## src/rtl/i2c_cmd_sequencer.sv

```systemverilog
// i2c_cmd_sequencer: I2C-master write sequencer for codec bring-up.
// For each of NUM_CMDS table words, issues START, {DEV_ADDR,W}, data-hi,
// data-lo, STOP. Each quarter of an SCL bit lasts CLK_DIV clocks.
//
// Ports:
//   i_clk, i_rst      clock, asynchronous active-high reset
//   i_start           run request (level), honoured only in IDLE/DONE/ERR
//   i_cmd_data[15:0]  table word for o_cmd_idx (combinational external ROM)
//   i_sdat            SDA pad readback
//   o_cmd_idx[7:0]    current command index
//   o_sclk, o_sdat    SCL drive, SDA drive value
//   o_oen             1 = master drives SDA, 0 = released (ACK slot)
//   o_busy            high from START through the last STOP
//   o_finished        all commands sent
//   o_error           NACK retries exhausted
//   o_state[2:0]      FSM state
//
// Optional feature macro: ACK_CHECK_EN. When defined, a 1 sampled in an ACK
// slot is a NACK: the frame is stopped and the command retried up to
// MAX_RETRY attempts in total, then the FSM parks in ERR. When undefined,
// i_sdat is ignored and ERR is unreachable.
module i2c_cmd_sequencer #(
    parameter int unsigned NUM_CMDS  = 10,
    parameter int unsigned CLK_DIV   = 4,
    parameter logic [6:0]  DEV_ADDR  = 7'h1A,
    parameter int unsigned MAX_RETRY = 3
) (
    input  logic        i_clk,
    input  logic        i_rst,
    input  logic        i_start,
    input  logic [15:0] i_cmd_data,
    input  logic        i_sdat,
    output logic [7:0]  o_cmd_idx,
    output logic        o_sclk,
    output logic        o_sdat,
    output logic        o_oen,
    output logic        o_busy,
    output logic        o_finished,
    output logic        o_error,
    output logic [2:0]  o_state
);

    localparam int unsigned DIV_W   = (CLK_DIV > 1) ? $clog2(CLK_DIV) : 1;
    localparam int unsigned SHIFT_W = 24;
    localparam logic [DIV_W-1:0] DIV_LAST   = DIV_W'(CLK_DIV - 1);
    localparam logic [7:0]       IDX_LAST   = 8'(NUM_CMDS - 1);
    localparam logic [7:0]       RETRY_LAST = 8'(MAX_RETRY - 1);

    typedef enum logic [2:0] {
        IDLE  = 3'd0,
        START = 3'd1,
        SHIFT = 3'd2,
        ACK   = 3'd3,
        STOP  = 3'd4,
        DONE  = 3'd5,
        ERR   = 3'd6
    } state_t;

    state_t               state, state_n;
    logic [DIV_W-1:0]     div, div_n;
    logic [1:0]           qtr, qtr_n;
    logic [2:0]           bit_idx, bit_idx_n;
    logic [1:0]           byte_idx, byte_idx_n;
    logic [SHIFT_W-1:0]   shift, shift_n;
    logic [7:0]           retry, retry_n;
    logic                 nack, nack_n;
    logic [7:0]           cmd_idx_n;
    logic                 finished_n, error_n, busy_n;
    logic                 sclk_n, sdat_n, oen_n;
    logic                 tick;
    logic                 ack_sample;

`ifdef ACK_CHECK_EN
    assign ack_sample = i_sdat;
`else
    logic unused_sdat;
    assign unused_sdat = i_sdat;
    assign ack_sample  = 1'b0;
`endif

    assign o_state = state;

    // State, counters and registered pad/status outputs
    always_ff @(posedge i_clk or posedge i_rst) begin
        if (i_rst) begin
            state      <= IDLE;
            div        <= '0;
            qtr        <= '0;
            bit_idx    <= '0;
            byte_idx   <= '0;
            shift      <= '0;
            retry      <= '0;
            nack       <= 1'b0;
            o_cmd_idx  <= '0;
            o_finished <= 1'b0;
            o_error    <= 1'b0;
            o_busy     <= 1'b0;
            o_sclk     <= 1'b1;
            o_sdat     <= 1'b1;
            o_oen      <= 1'b1;
        end else begin
            state      <= state_n;
            div        <= div_n;
            qtr        <= qtr_n;
            bit_idx    <= bit_idx_n;
            byte_idx   <= byte_idx_n;
            shift      <= shift_n;
            retry      <= retry_n;
            nack       <= nack_n;
            o_cmd_idx  <= cmd_idx_n;
            o_finished <= finished_n;
            o_error    <= error_n;
            o_busy     <= busy_n;
            o_sclk     <= sclk_n;
            o_sdat     <= sdat_n;
            o_oen      <= oen_n;
        end
    end

    // Next-state logic; pad outputs are decoded from the next state so they
    // line up with the state register instead of lagging a cycle.
    always_comb begin
        state_n    = state;
        div_n      = '0;
        qtr_n      = qtr;
        bit_idx_n  = bit_idx;
        byte_idx_n = byte_idx;
        shift_n    = shift;
        retry_n    = retry;
        nack_n     = nack;
        cmd_idx_n  = o_cmd_idx;
        finished_n = o_finished;
        error_n    = o_error;
        tick       = (div == DIV_LAST);

        if (state inside {START, SHIFT, ACK, STOP}) begin
            div_n = tick ? '0 : DIV_W'(div + 1'b1);
        end

        case (state)
            IDLE, DONE, ERR: begin
                if (i_start) begin
                    state_n    = START;
                    qtr_n      = '0;
                    bit_idx_n  = 3'd7;
                    byte_idx_n = '0;
                    retry_n    = '0;
                    nack_n     = 1'b0;
                    cmd_idx_n  = '0;
                    finished_n = 1'b0;
                    error_n    = 1'b0;
                end
            end
            START: begin
                if (tick) begin
                    if (qtr == 2'd0) begin
                        // Latched after q0 so the ROM has seen the new index.
                        qtr_n   = 2'd1;
                        shift_n = {DEV_ADDR, 1'b0, i_cmd_data};
                    end else begin
                        qtr_n   = '0;
                        state_n = SHIFT;
                    end
                end
            end
            SHIFT: begin
                if (tick) begin
                    if (qtr == 2'd3) begin
                        qtr_n   = '0;
                        shift_n = {shift[SHIFT_W-2:0], 1'b0};
                        if (bit_idx == 3'd0) begin
                            state_n = ACK;
                        end else begin
                            bit_idx_n = bit_idx - 3'd1;
                        end
                    end else begin
                        qtr_n = qtr + 2'd1;
                    end
                end
            end
            ACK: begin
                if (tick) begin
                    if (qtr == 2'd2) begin
                        nack_n = nack | ack_sample;
                    end
                    if (qtr == 2'd3) begin
                        qtr_n = '0;
                        if (nack || byte_idx == 2'd2) begin
                            state_n = STOP;
                        end else begin
                            byte_idx_n = byte_idx + 2'd1;
                            bit_idx_n  = 3'd7;
                            state_n    = SHIFT;
                        end
                    end else begin
                        qtr_n = qtr + 2'd1;
                    end
                end
            end
            STOP: begin
                if (tick) begin
                    if (qtr == 2'd2) begin
                        qtr_n      = '0;
                        bit_idx_n  = 3'd7;
                        byte_idx_n = '0;
                        nack_n     = 1'b0;
                        if (nack) begin
                            if (retry < RETRY_LAST) begin
                                retry_n = retry + 8'd1;
                                state_n = START;
                            end else begin
                                error_n = 1'b1;
                                state_n = ERR;
                            end
                        end else if (o_cmd_idx == IDX_LAST) begin
                            finished_n = 1'b1;
                            state_n    = DONE;
                        end else begin
                            cmd_idx_n = o_cmd_idx + 8'd1;
                            retry_n   = '0;
                            state_n   = START;
                        end
                    end else begin
                        qtr_n = qtr + 2'd1;
                    end
                end
            end
            default: state_n = IDLE;
        endcase

        sclk_n = 1'b1;
        sdat_n = 1'b1;
        oen_n  = 1'b1;
        case (state_n)
            START: sdat_n = (qtr_n == 2'd0);
            SHIFT: begin
                sclk_n = qtr_n[1];
                sdat_n = shift_n[SHIFT_W-1];
            end
            ACK: begin
                sclk_n = qtr_n[1];
                oen_n  = 1'b0;
            end
            STOP: begin
                sclk_n = (qtr_n != 2'd0);
                sdat_n = (qtr_n == 2'd2);
            end
            default: ;
        endcase
        busy_n = state_n inside {START, SHIFT, ACK, STOP};
    end

endmodule

```

## config.mk

```make
export PLATFORM = sky130hd
export DESIGN_NAME = i2c_cmd_sequencer
export DESIGN_NICKNAME = d
export VERILOG_FILES = /design/src/rtl/i2c_cmd_sequencer.sv
export SDC_FILE = /design/constraint.sdc
export NUM_CORES = 1
export LEC_CHECK = 0
export BUFFER_PORTS_ARGS = -buffer_cell sky130_fd_sc_hd__buf_4
export CAP_MARGIN = 25
export CORE_ASPECT_RATIO = 0.7
export CORE_MARGIN = 2
export CORE_UTILIZATION = 44
export CTS_BUF_LIST = sky130_fd_sc_hd__clkbuf_2
export CTS_CLUSTER_SIZE = 12
export DETAILED_ROUTE_END_ITERATION = 8
export GPL_TIMING_DRIVEN = 0
export PLACE_DENSITY_LB_ADDON = 0.1
export SLEW_MARGIN = 20
export SYNTH_ARGS = -nofsm -noshare
export SYNTH_HDL_FRONTEND = slang
export SYNTH_SLANG_ARGS = --single-unit
```

## constraint.sdc

```tcl
create_clock -name i_clk -period 2.75 [get_ports i_clk]
set_input_delay 0.275 -clock i_clk [delete_from_list [all_inputs] [get_ports i_clk]]
set_output_delay 0.275 -clock i_clk [all_outputs]
set_load 0.01 [all_outputs]
```

==> results.toml <==
[worst_hold_path]
min_path_type = "in2reg"

[power]
switching_share_pct = 39.5
power_mw = 2.56
power_density_mw_per_mm2 = 810
switchingPower_mw = 1.01
combPwrFrac_pct = 46.2
p_clk_share_pct = 11.8
p_leak_nw = 1.48
intPower_mw = 1.55
ir_drop_v = 0.000476
seqPwrFrac_pct = 42.0

[timing]
timing.hold.ws_ns = 0.0455
slew_headroom_pct = 56.7
finalHoldViolations = 0
fin_crit_ns = 2.39
max_freq_mhz = 418
layout_setup_ws_ns = 0.357
rsz0062_at_grt = "no"
tightest_slew_ns = 0.649
skew_ns = 0.0243
post-route-period-util_pct = 87.0
setup_viol = 0
tns_ns = 0
slew_viol_final = 0

[die]
start_util_pct = 46.6
fp.coreArea_mm2 = 0.00584
ios = 37
die_w_um = 98.0
die_h_um = 69.8
dieArea_mm2 = 0.00684
num_rows = 23

[cts]
clk_latency_ns = 0.43
cts_buffer_depth = 2
cts_buffers = 5
h-tree-depth = 2
cts_tree = "yes"
cts_resized = 0
cts_root_buf = "clkbuf_2"
clock_sinks = 50
cts.reportedPaths.clkPinSlew_ns = 0.26

[finish]
synthToLayoutAreaGrowth_pct = 16.3
drive_gt1_share_pct = 21.1
final_nets = 346
final_cell_mix = "dfrtp_1 (47), buf_4 (37), inv_1 (28), nand2_1 (17)"
antenna_cells = 0
finalInstanceArea_mm2 = 0.00316
final_common_cell = "dfrtp_1"
fillers = 550

[drt]
drt-initial-drc-count = 162
wl_met2_um = 2510
viasPerCell = 5.68
wl_met1_um = 3150
vias = 2225
met3_wirelength_um = 478
drc = 0
antenna_left = 0
wl_per_cell_um = 15.8
first_pass_iters = 7
highest_layer = "met4"
wirelength_um = 6210

[placement]
pre_cts_slack_ns = 0.428
place_congestion = 0.941
dp_hpwl_um = 4670
io_buffers = 34
placed_area_mm2 = 0.00309

[global_route]
antenna_found_initial = 0
grt_pass1_vias = 2112
grt_pass1_wl_um = 10400
grt_max_degree = 32
groute.usage.overall_pct = 18.9
globalRouteOverflowTotal = 0

[synth]
synth_edf_count = 0
ys_types = 58
synth_nets = 301
async_reset_ff_share_pct = 100
avgSynthCellArea_um2 = 10.0
ys_seq_area_share_pct = 46.1
syn_area_mm2 = 0.00272
syn_inst = 271
synth.ff_latch_count = 50
yosysWarningCount = 0
synthFlopType = "dfrtp_1"

[setup_path]
start_kind = "flip-flop"
worstSetupEndpointType = "flip-flop"
worstSetupPathType = "reg2reg"
cp.required_ns = 3.08
worst_ep_arrival_time_ns = 2.73
cp_max_fo = 10

[status]
status = "completed"

[flow_run]
maxCapViolations = 0
-- cell usage after synthesis, drive strengths merged, types with 3 or more instances --
cell / n / area share (%)
and3: 3 / 0.69
nand2b: 5 / 1.1
dfstp: 3 / 2.9
buf: 10 / 2.3
inv: 29 / 4.0
nand4: 3 / 0.69
and2: 3 / 0.69
nand2: 17 / 2.3
ha: 10 / 4.6
clkbuf: 5 / 0.69
dfrtp: 47 / 43
o22ai: 3 / 0.69
nor3: 4 / 0.74
nor2b: 6 / 1.4
a221o: 3 / 1.1
nand3: 6 / 1.6
a21oi: 15 / 2.8
o21ai: 11 / 2.3
or3: 3 / 0.69
o21a: 3 / 0.87
a222oi: 15 / 5.5
nor2: 16 / 2.3
xnor2: 7 / 2.3
mux2: 3 / 1.2
nor3b: 3 / 0.83
a211oi: 3 / 0.83
a22o: 6 / 1.9
-- worst paths after layout --
path / from / to / slack (ns) / cells after the start
setup / recovery: o_state[2]$_DFF_PP0_ / bit_idx[1]$_DFFE_PP0P_ / 0.36 / 7
hold / removal: i_cmd_data[10] / shift[10]$_DFFE_PP0P_ / 0.05 / 3
setup reg to reg: o_state[2]$_DFF_PP0_ / bit_idx[1]$_DFFE_PP0P_ / 0.36 / 7
hold reg to reg: div[0]$_DFF_PP0_ / div[0]$_DFF_PP0_ / 0.45 / 1
max in group asynchronous: i_rst / o_sdat$_DFF_PP1_ / 1.81 / 4
min in group asynchronous: i_rst / qtr[0]$_DFF_PP0_ / 0.35 / 3
-- final cells by class --
| type | instances | area, um^2 | area share, % |
|---|---|---|---|
| multi-input combinational | 177 | 1270 | 40.3 |
| sequential | 50 | 1250 | 39.7 |
| timing repair buffer | 38 | 305 | 9.65 |
| inverter | 29 | 109 | 3.44 |
| tap | 75 | 93.8 | 2.97 |
| buffer | 15 | 82.6 | 2.61 |
| clock buffer | 6 | 30.0 | 0.949 |
| clock inverter | 2 | 15.0 | 0.474 |
-- repair_timing --
item | in CTS | in global routing
buffers inserted | 0 | 0
endpoints found under the setup margin | 0 | 0
endpoints found under the hold margin | 18 | 2
hold buffers | 1 | 2
-- critical path, cell delays in order (launching register included) --
cell     delay [ns]
dfrtp_1        0.51
buf_2          0.21
buf_2          0.21
buf_2          0.21
a21oi_1        0.32
o21ai_0        0.20
nor2_1         0.27
mux2_2         0.37
-- power by group through the flow --
stage          Sequential [mW]  Clock, mW  Combinational [mW]
3_3_place_gp              1.08          0                1.16
6_report                  1.08      0.303                1.18
2_1_floorplan             1.07          0               0.857
4_1_cts                   1.08      0.317                1.17
3_5_place_dp              1.09          0                1.17
5_1_grt                   1.10      0.347                1.32
-- state kept, by name (all words and copies together), names as in the netlist --
register and count:
o_sdat 1, o_sclk 1, o_busy 1, o_error 1, byte_idx 2, o_cmd_idx 8
shift 24, o_state 3, div 2, o_finished 1, bit_idx 3, o_oen 1
qtr 2
-- through the flow --
step	cells	utilization (%)
after CTS	390	53.8
after global routing	392	54.2
after detailed placement	381	52.9
final	392	54.2
after global placement	380	52.5
after floorplan	271	-
-- cell families after synthesis --
group	synth area share, %
flip-flops	46.1
AND/OR/NAND/NOR	16.7
adder cells (fa/ha/maj)	4.97
multiplexers	1.61
XOR/XNOR	2.25
AO/OA/AOI/OAI	21.3
buffers and inverters	7.04
-- per-layer routing --
layer / up-vias / GRT usage [%]
met3: 9 / 5.54
met1: 1065 / 29.1
met2: 76 / 26.0
met4: 0 / 4.63
met5: - / 0
li1: 1075 / -
(Power assumes the default switching activity.)
